[config.mk]
export PLATFORM = sky130hd
export DESIGN_NAME = pll_lock_monitor
export DESIGN_NICKNAME = d
export VERILOG_FILES = /design/src/rtl/pll_mon_pkg.sv /design/src/rtl/sync_bit.sv /design/src/rtl/pll_lock_monitor.sv
export SDC_FILE = /design/constraint.sdc
export NUM_CORES = 1
export LEC_CHECK = 0
export ABC_AREA = 1
export CAP_MARGIN = 20
export CORE_MARGIN = 2
export CORE_UTILIZATION = 52
export CTS_CLUSTER_DIAMETER = 120
export DETAILED_ROUTE_END_ITERATION = 10
export PLACE_DENSITY = 0.77
export SLEW_MARGIN = 40
export SYNTH_ARGS = -nofsm -noshare
export SYNTH_HDL_FRONTEND = slang
export SYNTH_SLANG_ARGS = --single-unit
[constraint.sdc]
create_clock -name clk_div -period 1.6 [get_ports clk_div]
set_input_delay 0.16 -clock clk_div [delete_from_list [all_inputs] [get_ports clk_div]]
set_output_delay 0.16 -clock clk_div [all_outputs]
set_load 0.01 [all_outputs]
[src/rtl/pll_mon_pkg.sv]
// rtl/pll_mon_pkg.sv - state encoding shared by the PLL lock monitor
package pll_mon_pkg;

    typedef logic [1:0] state_t;

    localparam state_t ST_WAIT_LOCK = 2'd0;
    localparam state_t ST_STABLE    = 2'd1;
    localparam state_t ST_HOLD      = 2'd2;
    localparam state_t ST_RUN       = 2'd3;

endpackage

[src/rtl/sync_bit.sv]
// rtl/sync_bit.sv - N-stage single-bit synchronizer with async active-low reset
module sync_bit #(
    parameter int STAGES = 2
) (
    input  logic clk_i,
    input  logic rst_ni,
    input  logic d_i,
    output logic q_o
);

    logic [STAGES-1:0] sync_q;

    always_ff @(posedge clk_i or negedge rst_ni) begin
        if (!rst_ni) begin
            sync_q <= '0;
        end else begin
            sync_q <= {sync_q[STAGES-2:0], d_i};
        end
    end

    assign q_o = sync_q[STAGES-1];

endmodule

[src/rtl/pll_lock_monitor.sv]
// rtl/pll_lock_monitor.sv - qualifies PLL lock, sequences the clk_div-domain reset, tracks lock losses
module pll_lock_monitor
    import pll_mon_pkg::*;
#(
    parameter int SYNC_STAGES   = 2,
    parameter int STABLE_CYCLES = 16,
    parameter int HOLD_CYCLES   = 8,
    parameter int CNT_W         = 8
) (
    input  logic             clk_div,
    input  logic             sys_rst_n,
    input  logic             locked,
    input  logic             cnt_clr,
    output logic             rst_out_n,
    output logic             ready,
    output logic             unlock_pulse,
    output logic [CNT_W-1:0] lock_lost_cnt,
    output logic [1:0]       state
);

    localparam int CYC_MAX = (STABLE_CYCLES > HOLD_CYCLES) ? STABLE_CYCLES : HOLD_CYCLES;
    localparam int CYC_W   = $clog2(CYC_MAX + 1);

    localparam logic [CYC_W-1:0] STABLE_LOAD = CYC_W'(STABLE_CYCLES - 1);
    localparam logic [CYC_W-1:0] HOLD_LOAD   = CYC_W'(HOLD_CYCLES - 1);
    localparam logic [CYC_W-1:0] CYC_ONE     = CYC_W'(1);
    localparam logic [CNT_W-1:0] CNT_MAX     = {CNT_W{1'b1}};
    localparam logic [CNT_W-1:0] CNT_ONE     = CNT_W'(1);

    logic             locked_s;
    state_t           state_q, state_d;
    logic [CYC_W-1:0] cyc_q, cyc_d;
    logic [CNT_W-1:0] cnt_q, cnt_d;
    logic             rst_out_q, ready_q, pulse_q;
    logic             loss;

    sync_bit #(
        .STAGES (SYNC_STAGES)
    ) u_sync_locked (
        .clk_i  (clk_div),
        .rst_ni (sys_rst_n),
        .d_i    (locked),
        .q_o    (locked_s)
    );

    // STABLE and HOLD share one down-counter; each state reloads it on entry.
    always_comb begin
        state_d = state_q;
        cyc_d   = cyc_q;
        loss    = 1'b0;
        case (state_q)
            ST_WAIT_LOCK: begin
                if (locked_s) begin
                    state_d = ST_STABLE;
                    cyc_d   = STABLE_LOAD;
                end
            end
            ST_STABLE: begin
                if (!locked_s) begin
                    state_d = ST_WAIT_LOCK;
                end else if (cyc_q == '0) begin
                    state_d = ST_HOLD;
                    cyc_d   = HOLD_LOAD;
                end else begin
                    cyc_d = cyc_q - CYC_ONE;
                end
            end
            ST_HOLD: begin
                if (!locked_s) begin
                    state_d = ST_WAIT_LOCK;
                end else if (cyc_q == '0) begin
                    state_d = ST_RUN;
                end else begin
                    cyc_d = cyc_q - CYC_ONE;
                end
            end
            ST_RUN: begin
                if (!locked_s) begin
                    state_d = ST_WAIT_LOCK;
                    loss    = 1'b1;
                end
            end
            default: state_d = ST_WAIT_LOCK;
        endcase
    end

    // A clear that lands on a loss event still records that loss.
    always_comb begin
        cnt_d = cnt_q;
        if (cnt_clr) begin
            cnt_d = loss ? CNT_ONE : '0;
        end else if (loss && (cnt_q != CNT_MAX)) begin
            cnt_d = cnt_q + CNT_ONE;
        end
    end

    always_ff @(posedge clk_div or negedge sys_rst_n) begin
        if (!sys_rst_n) begin
            state_q   <= ST_WAIT_LOCK;
            cyc_q     <= '0;
            cnt_q     <= '0;
            rst_out_q <= 1'b0;
            ready_q   <= 1'b0;
            pulse_q   <= 1'b0;
        end else begin
            state_q   <= state_d;
            cyc_q     <= cyc_d;
            cnt_q     <= cnt_d;
            rst_out_q <= (state_d == ST_RUN);
            ready_q   <= (state_d == ST_RUN);
            pulse_q   <= loss;
        end
    end

    assign rst_out_n     = rst_out_q;
    assign ready         = ready_q;
    assign unlock_pulse  = pulse_q;
    assign lock_lost_cnt = cnt_q;
    assign state         = state_q;

endmodule

; Word-level counts from Yosys, hierarchy flattened
; Index checks and enable logic that the tools add are counted.
[op_classes]
eq_ne = 9
n_addsub = 2
reduce_logical = 6
n_mux = 18
[ops]
columns = op, n
row1 = 5-bit 2-to-1 mux, 5
row2 = 8-bit 2-to-1 mux, 2
row3 = 5-bit case mux with 3 select lines, 1
row4 = 2-bit 2-to-1 mux, 6
row5 = 8-bit by 1-bit adder with 8-bit output (second input constant), 1
row6 = 8-bit != test (second input constant), 1
row7 = 2-bit case mux with 4 select lines, 1
row8 = 2-bit == test (second input constant), 3
row9 = 2-bit by 1-bit != test with 1-bit output (second input constant), 3
row10 = 5-bit logical NOT, 1
row11 = 5-bit AND reduction, 1
row12 = 5-bit by 1-bit subtractor with 5-bit output (second input constant), 1
row13 = 1-bit 2-to-1 mux, 3
row14 = 3-bit nonzero test, 1
row15 = 2-bit by 1-bit == test with 1-bit output (second input constant), 1
row16 = 2-bit logical NOT, 1
row17 = 2-bit != test (second input constant), 1
row18 = 2-bit nonzero test, 1
row19 = 1-bit logical AND, 1
[totals]
regBits = 19
wordCells = 41

; Longest topological paths before layout
; Gate-level depths: netlist of the first run.
[logic_depth]
ltp_word = 5
depth_mapped = 9

; Cells and area by module
; From an unflattened synthesis of the first run, not the netlist that was laid out.
[hier_totals]
hier_cells = 140
area_unflattened_um2 = 1099.8
[modules_own_cells]
columns = module, cells_each, area_per_inst_um2, n_inst, seq_area_each_um2
row1 = pll_lock_monitor, 138, 1049.8, 1, 425.4
row2 = sync_bit, 2, 50.0, 1, 50.0

; Least setup slack after synthesis of the first run
; Ideal clock, no wire load.
[synth_timing]
path_kind = register to register
startpoint = register state_q[0] (netlist: state[0])
endpoint = register cyc_q[0]
slack_ps = 173
setup_ps = 126
path_stages_with_launch = 9
arrival_ps = 1300
cell_sequence = dfrtp_1 > inv_1 > ha_1 > inv_1 > nand3_1 > o22ai_1 > nand2_1 > inv_2 > o21ai_0
[synth_via]
elab_chain_len = 3
[synth_rtl]
columns = element, line_no
row1 = "start, declared", pll_lock_monitor.sv:31  ; state_t state_q, state_d;
row2 = "start signal, assigned", pll_lock_monitor.sv:106  ; state_q <= state_d;
row3 = "2-bit by 1-bit == test with 1-bit output, or another cell as far along", pll_lock_monitor.sv:51  ; case (state_q)
row4 = "2-bit by 1-bit != test with 1-bit output (no line), or another cell as far along", n/a
row5 = 5-bit AND reduction (no line), n/a
row6 = "end signal, assigned", pll_lock_monitor.sv:107  ; cyc_q <= cyc_d;
row7 = "end, declared", pll_lock_monitor.sv:32  ; logic [CYC_W-1:0] cyc_q, cyc_d;
; Several ways; a longest one is shown, not always the timed one.
; A chain may end at the register's enable or synchronous reset.

; Worst setup path after layout of the first run
[layout_timing]
startpoint = register cnt_q[5] (netlist: lock_lost_cnt[5])
endpoint = output port lock_lost_cnt[5]
[layout_rtl]
columns = element, line_no
row1 = "start, declared", pll_lock_monitor.sv:33  ; logic [CNT_W-1:0] cnt_q, cnt_d;
row2 = "start signal, assigned", pll_lock_monitor.sv:108  ; cnt_q <= cnt_d;
row3 = "end, declared", pll_lock_monitor.sv:17  ; output logic [CNT_W-1:0] lock_lost_cnt,
; No word-level cell between the ends.

==> flow_summary.toml, run 1 <==
[outcome]
status = "completed"

[sta]
post-route-min-period_ps = 1541
fmax_ghz = 0.6488
rsz0062_at_grt = "no"
min_period_over_period = 0.9633
worstMarginPinSlew_ps = 358.2
slew_viol_final = 0
setup_viol_count_final = 0
whs_ps = 179.8
fin_tns_setup_ps = 0
slew_headroom = 0.7607
skew_ps = 3.329
finalHoldViolCount = 0

[routing]
drcViolationCount = 0
drtIter0Drc = 26
wl_um = 2158
ant_nets = 0
vias_per_cell = 5.273
wl_met3_um = 89
via_count = 965
top_layer = "met4"
wire_per_inst_um = 11.79
routed-wl-met2_um = 1050
wl_met1_um = 1008
drt_pre_antenna_iters = 4

[floorplan]
die_w_um = 50.10
rows = 16
fp.dieH_um = 50.10
ios = 17
core_area_sq_mm = 0.001982
initial_core_util = 0.5574
fp.dieArea_sq_mm = 0.002510

[global_route]
grt_overflow = 0
antenna_found_initial = 0
grtUsageTotal = 0.1978
grt_max_degree = 20
grt_pass1_vias = 856
grt_pass1_wl_um = 3746

[synthesis]
post_synth_num_cell_types = 20
seq_area_frac_synth = 0.4304
syn_area_sq_mm = 0.001105
ys_warn_count = 0
synthCells = 135
synth_nets = 146
ys_ff_latch = 19
postSynthAreaPerCell_sq_um = 8.184

[place]
post-dp-hpwl_um = 1666
gp_congestion = 0.9266
port_buffers = 16
dp_cells = 179

[critical_path]
crit_buf_inv = 1
path_max_fanout = 8
endpoint_kind = "output port"
path_delay_family = "buffers and inverters"
cp_slowest_cell = "clkdlybuf4s50_1"
start_kind = "flop"
cp_slowest_stage_delay_ps = 590
worstPathCellList = "clkdlybuf4s50_1"
arrival_ps = 1380
required_ps = 1440
path_class = "flop to output port"

[cells_and_area]
syn2layout_area_growth_pct = 22.20
insertedDiodeCount = 0
fillers = 167
final_nets = 168
final_cell_count_no_fill = 183
drive_above_1_share = 0.1474

[power]
power.internal_uw = 888.3
combPwrFrac = 0.405
swShare = 0.3911
irDropWorstVdd_mv = 0.8290
seq_power_share = 0.431
leakage_nw = 0.6751
switchingPower_uw = 570.6
p_clk_frac = 0.165
p_per_area_mw_per_mm2 = 1081

[clock_network]
cts.sinks = 19
cts.htree.levels = 1
numCtsBuffers = 3
clock_latency_ps = 300
cts_max_path_buffers = 2
cts-root-buf = "clkbuf_4"
cts_hold_buffers = 0
clkTransAtPathRegs_ps = 100
cts_tree = "done"

[min_path]
hold_class = "input port to async pin"

[run]
drv_cap = 0
cell usage after synthesis:
cell      count  area [sq um]
inv_2         2         7.510
xor2_1        2         17.52
buf_4         1         7.510
nor2_2        2         12.51
nor2_8        1         20.02
dfrtp_1      19         475.5
ha_1          7         87.58
inv_1        17         63.81
nor2_1        5         18.77
nand4_1      13         81.33
nand3_1       5         25.02
o22ai_1       1         6.260
o211ai_1      2         15.01
a21boi_0      1         7.510
a21oi_1       5         25.02
o21ai_0       7         35.03
or2_2         2         12.51
a21oi_4       1         16.27
nand2_1      41         153.9
nor3_4        1         16.27
worst paths after layout:
path / from / to / slack, ps / cells past startpoint
min in group clk_div: locked / u_sync_locked.sync_q[0] / 290 / 1
min: sys_rst_n / state[1] / 180 / 2
max reg2reg: state[1] / lock_lost_cnt[4] / 120 / 6
max: lock_lost_cnt[5] / lock_lost_cnt[5] / 60 / 1
min reg2reg: u_sync_locked.sync_q[0] / u_sync_locked.sync_q[1] / 370 / 0
max in group asynchronous: sys_rst_n / state[0] / 1210 / 2
metrics by stage:
stage / utilization / total power, mW / worst slack, ps / instance area [sq um]
2_1_floorplan: - / 1.029 / 173.4 / 1105
3_3_place_gp: 0.6591 / 1.169 / 77.44 / 1306
3_5_place_dp: 0.6591 / 1.193 / 24.14 / 1306
4_1_cts: 0.6730 / 1.439 / 9.829 / 1334
5_1_grt: 0.6812 / 1.584 / 5.761 / 1350
6_report: 0.6812 / 1.459 / 58.78 / 1350
flip-flops by register name (all words and copies together) (netlist names):
register and count:
lock_lost_cnt 8, unlock_pulse 1, ready 1, u_sync_locked.sync_q 2
state 2, cyc_q 5
cell usage in the layout, fill, tap and decap left out:
master           Yosys  final
o22ai_2              0      1
o21ai_0              7      7
nand2_1             41     40
clkdlybuf4s50_1      0     16
a21boi_0             1      1
buf_4                1      2
ha_1                 7      7
dfrtp_2              0      2
clkinv_2             0      1
nor3_4               1      1
nand4_1             13     13
or2_2                2      2
nor2_8               1      1
nand2_2              0      1
nor2_1               5      5
nand3_2              0      1
a21oi_1              5      5
o211ai_1             2      2
inv_1               17     14
dfrtp_1             19     17
a21oi_4              1      1
nor2_2               2      2
clkbuf_4             0      3
nand3_1              5      4
xor2_1               2      2
inv_2                2      5
cell families after synthesis:
kind of cell,Yosys count,share of synthesized area
fa+ha+maj,7,0.07927
flops,19,0.4304
compound gates,17,0.09513
simple gates,70,0.3080
xor+xnor,2,0.01586
buf+inv,20,0.07135
layout make-up:
| type | count | area, sq um | share of cell area |
|---|---|---|---|
| clock inverters | 1 | 5.005 | 0.003707 |
| flip-flops and latches | 19 | 478.0 | 0.3540 |
| repair buffers | 18 | 175.2 | 0.1298 |
| inverters | 19 | 71.32 | 0.05283 |
| multi-input cells | 96 | 564.3 | 0.4180 |
| well taps | 27 | 33.78 | 0.02502 |
| clock buffers | 3 | 22.52 | 0.01668 |
routing by layer:
layer | global-route usage | up-vias
li1 | - | 491
met1 | 0.2495 | 452
met2 | 0.3268 | 20
met3 | 0.05455 | 2
met4 | 0.06019 | 0
met5 | 0 | -
power by group through the flow:
stage	clock network [mW]	registers, mW	logic (mW)
finish	0.240	0.628	0.591
global route	0.277	0.638	0.669
CTS	0.252	0.620	0.567
detailed placement	0	0.630	0.563
global placement	0	0.629	0.540
floorplan	0	0.627	0.402
what timing repair did:
| action | 4_1_cts | 5_1_grt |
|---|---|---|
| hold endpoints to repair | 0 | 0 |
| buffers inserted | 0 | 0 |
| setup endpoints to repair | 0 | 8 |
| gates resized for setup | 0 | 8 |
Note: power is estimated with default switching activity, not from simulation.
==> run 2: changes to the inputs <==
- CAP_MARGIN: 20 -> default
- CTS_BUF_LIST: default -> sky130_fd_sc_hd__clkbuf_16
==> flow_summary.toml, run 2 (synthesis results as in run 1) <==
[power]
irDropWorstVdd_mv = 0.9818
leakage_nw = 0.6983
p_per_area_mw_per_mm2 = 1237
power_mw = 1.735

[floorplan]
ios = 17
fp.dieH_um = 50.10
initial_core_util = 0.5574
die_w_um = 50.10
rows = 16
core_area_sq_mm = 0.001982
fp.dieArea_sq_mm = 0.002510

[sta]
skew_ps = 2.094
fmax_ghz = 0.6700
slew_viol_final = 0
min_period_over_period = 0.9328
whs_ps = 242.4
fin_tns_setup_ps = 0
worstMarginPinSlew_ps = 351.1
setup_viol_count_final = 0
worst_slack_ps = 107.6
finalHoldViolCount = 0
slew_headroom = 0.7654
rsz0062_at_grt = "no"
post-route-min-period_ps = 1492

[cells_and_area]
layout_commonest_cell = "nand2_1"
insertedDiodeCount = 0
final_cell_count_no_fill = 183
largest_reg_flops = 8
final_nets = 168
syn2layout_area_growth_pct = 26.95
drive_above_1_share = 0.1474
utilization = 0.7077
fin_area_sq_mm = 0.001403
mostFrequentLayoutCells = "nand2_1 (40), dfrtp_1 (17), clkdlybuf4s50_1 (16)"

[clock_network]
cts.sinks = 19
cts_tree = "done"
clock_latency_ps = 250
cts-root-buf = "clkbuf_16"
cts_max_path_buffers = 2
cts.htree.levels = 1
cts_hold_buffers = 0
numCtsBuffers = 3
postCtsSetupRepairBufs = 0
cts_resized = 0
clkTransAtPathRegs_ps = 50

[place]
port_buffers = 16
gp_congestion = 0.9266
post-dp-hpwl_um = 1666
pre_cts_ws_ps = 24.14
dp_cells = 179
postPlaceCellArea_sq_mm = 0.001306

[routing]
vias_per_cell = 5.393
ant_nets = 0
drcViolationCount = 0
via_count = 987
wl_um = 2307
wire_per_inst_um = 12.61
drtIter0Drc = 37
drt_pre_antenna_iters = 4

[critical_path]
crit_buf_inv = 0
start_kind = "flop"
cp_slowest_cell = "dfrtp_2"
endpoint_kind = "flop"
required_ps = 1740
cp_slowest_stage_delay_ps = 410
arrival_ps = 1630
path_max_fanout = 9
worstPathCellList = "ha_1, nand2_1, a21oi_4, nor2_8, nand2_1, nand2_1"
path_class = "flop to flop"
path_delay_family = "flip-flops"
crit_top_cell = "nand2_1"

[outcome]
status = "completed"

[global_route]
grt_pass1_wl_um = 3864
grt_pass1_vias = 888
grt_overflow = 0
grt_max_degree = 20
grtUsageTotal = 0.2050
antenna_found_initial = 0

[run]
drv_cap = 0

[min_path]
hold_class = "input port to async pin"
[run 2: cell counts in the layout (fill, tap and decap cells not counted)]
No cell type changed its count.
[run 2: layout make-up]
type / count / area, sq um
Tap cell: 27 / 33.78
Fill cell: 152 / 579.3
Multi-Input combinational cell: 96 / 564.3
Sequential cell: 19 / 478.0
Clock inverter: 1 / 5.005
Timing Repair Buffer: 18 / 175.2
Clock buffer: 3 / 75.07
Inverter: 19 / 71.32
[run 2: worst paths after layout]
kind / start / end / slack (ps) / cells after the start
worst max-delay path: state[1] / lock_lost_cnt[4] / 110 / 6
worst min-delay path: sys_rst_n / state[1] / 240 / 2
worst max register to register: state[1] / lock_lost_cnt[4] / 110 / 6
worst min register to register: u_sync_locked.sync_q[0] / u_sync_locked.sync_q[1] / 350 / 0
max in group asynchronous: sys_rst_n / state[0] / 1150 / 2
min in group clk_div: locked / u_sync_locked.sync_q[0] / 350 / 1
[run 2: metal layers]
metal / wire, um / track usage
met5: 0 / 0
met4: 8 / 0.05093
met3: 117 / 0.06364
met2: 1180 / 0.3553
met1: 1001 / 0.2441
[run 2: where the power goes]
group	switching [mW]	internal, mW
Sequential	0.0690	0.559
Combinational	0.358	0.238
Clock	0.176	0.335
Total	0.603	1.13
==> run 3: changes to the inputs <==
- CTS_CLUSTER_DIAMETER: 120 -> default
==> results of run 3 <==
No change in the layout: final DEF, timing and power equal those of run 2.
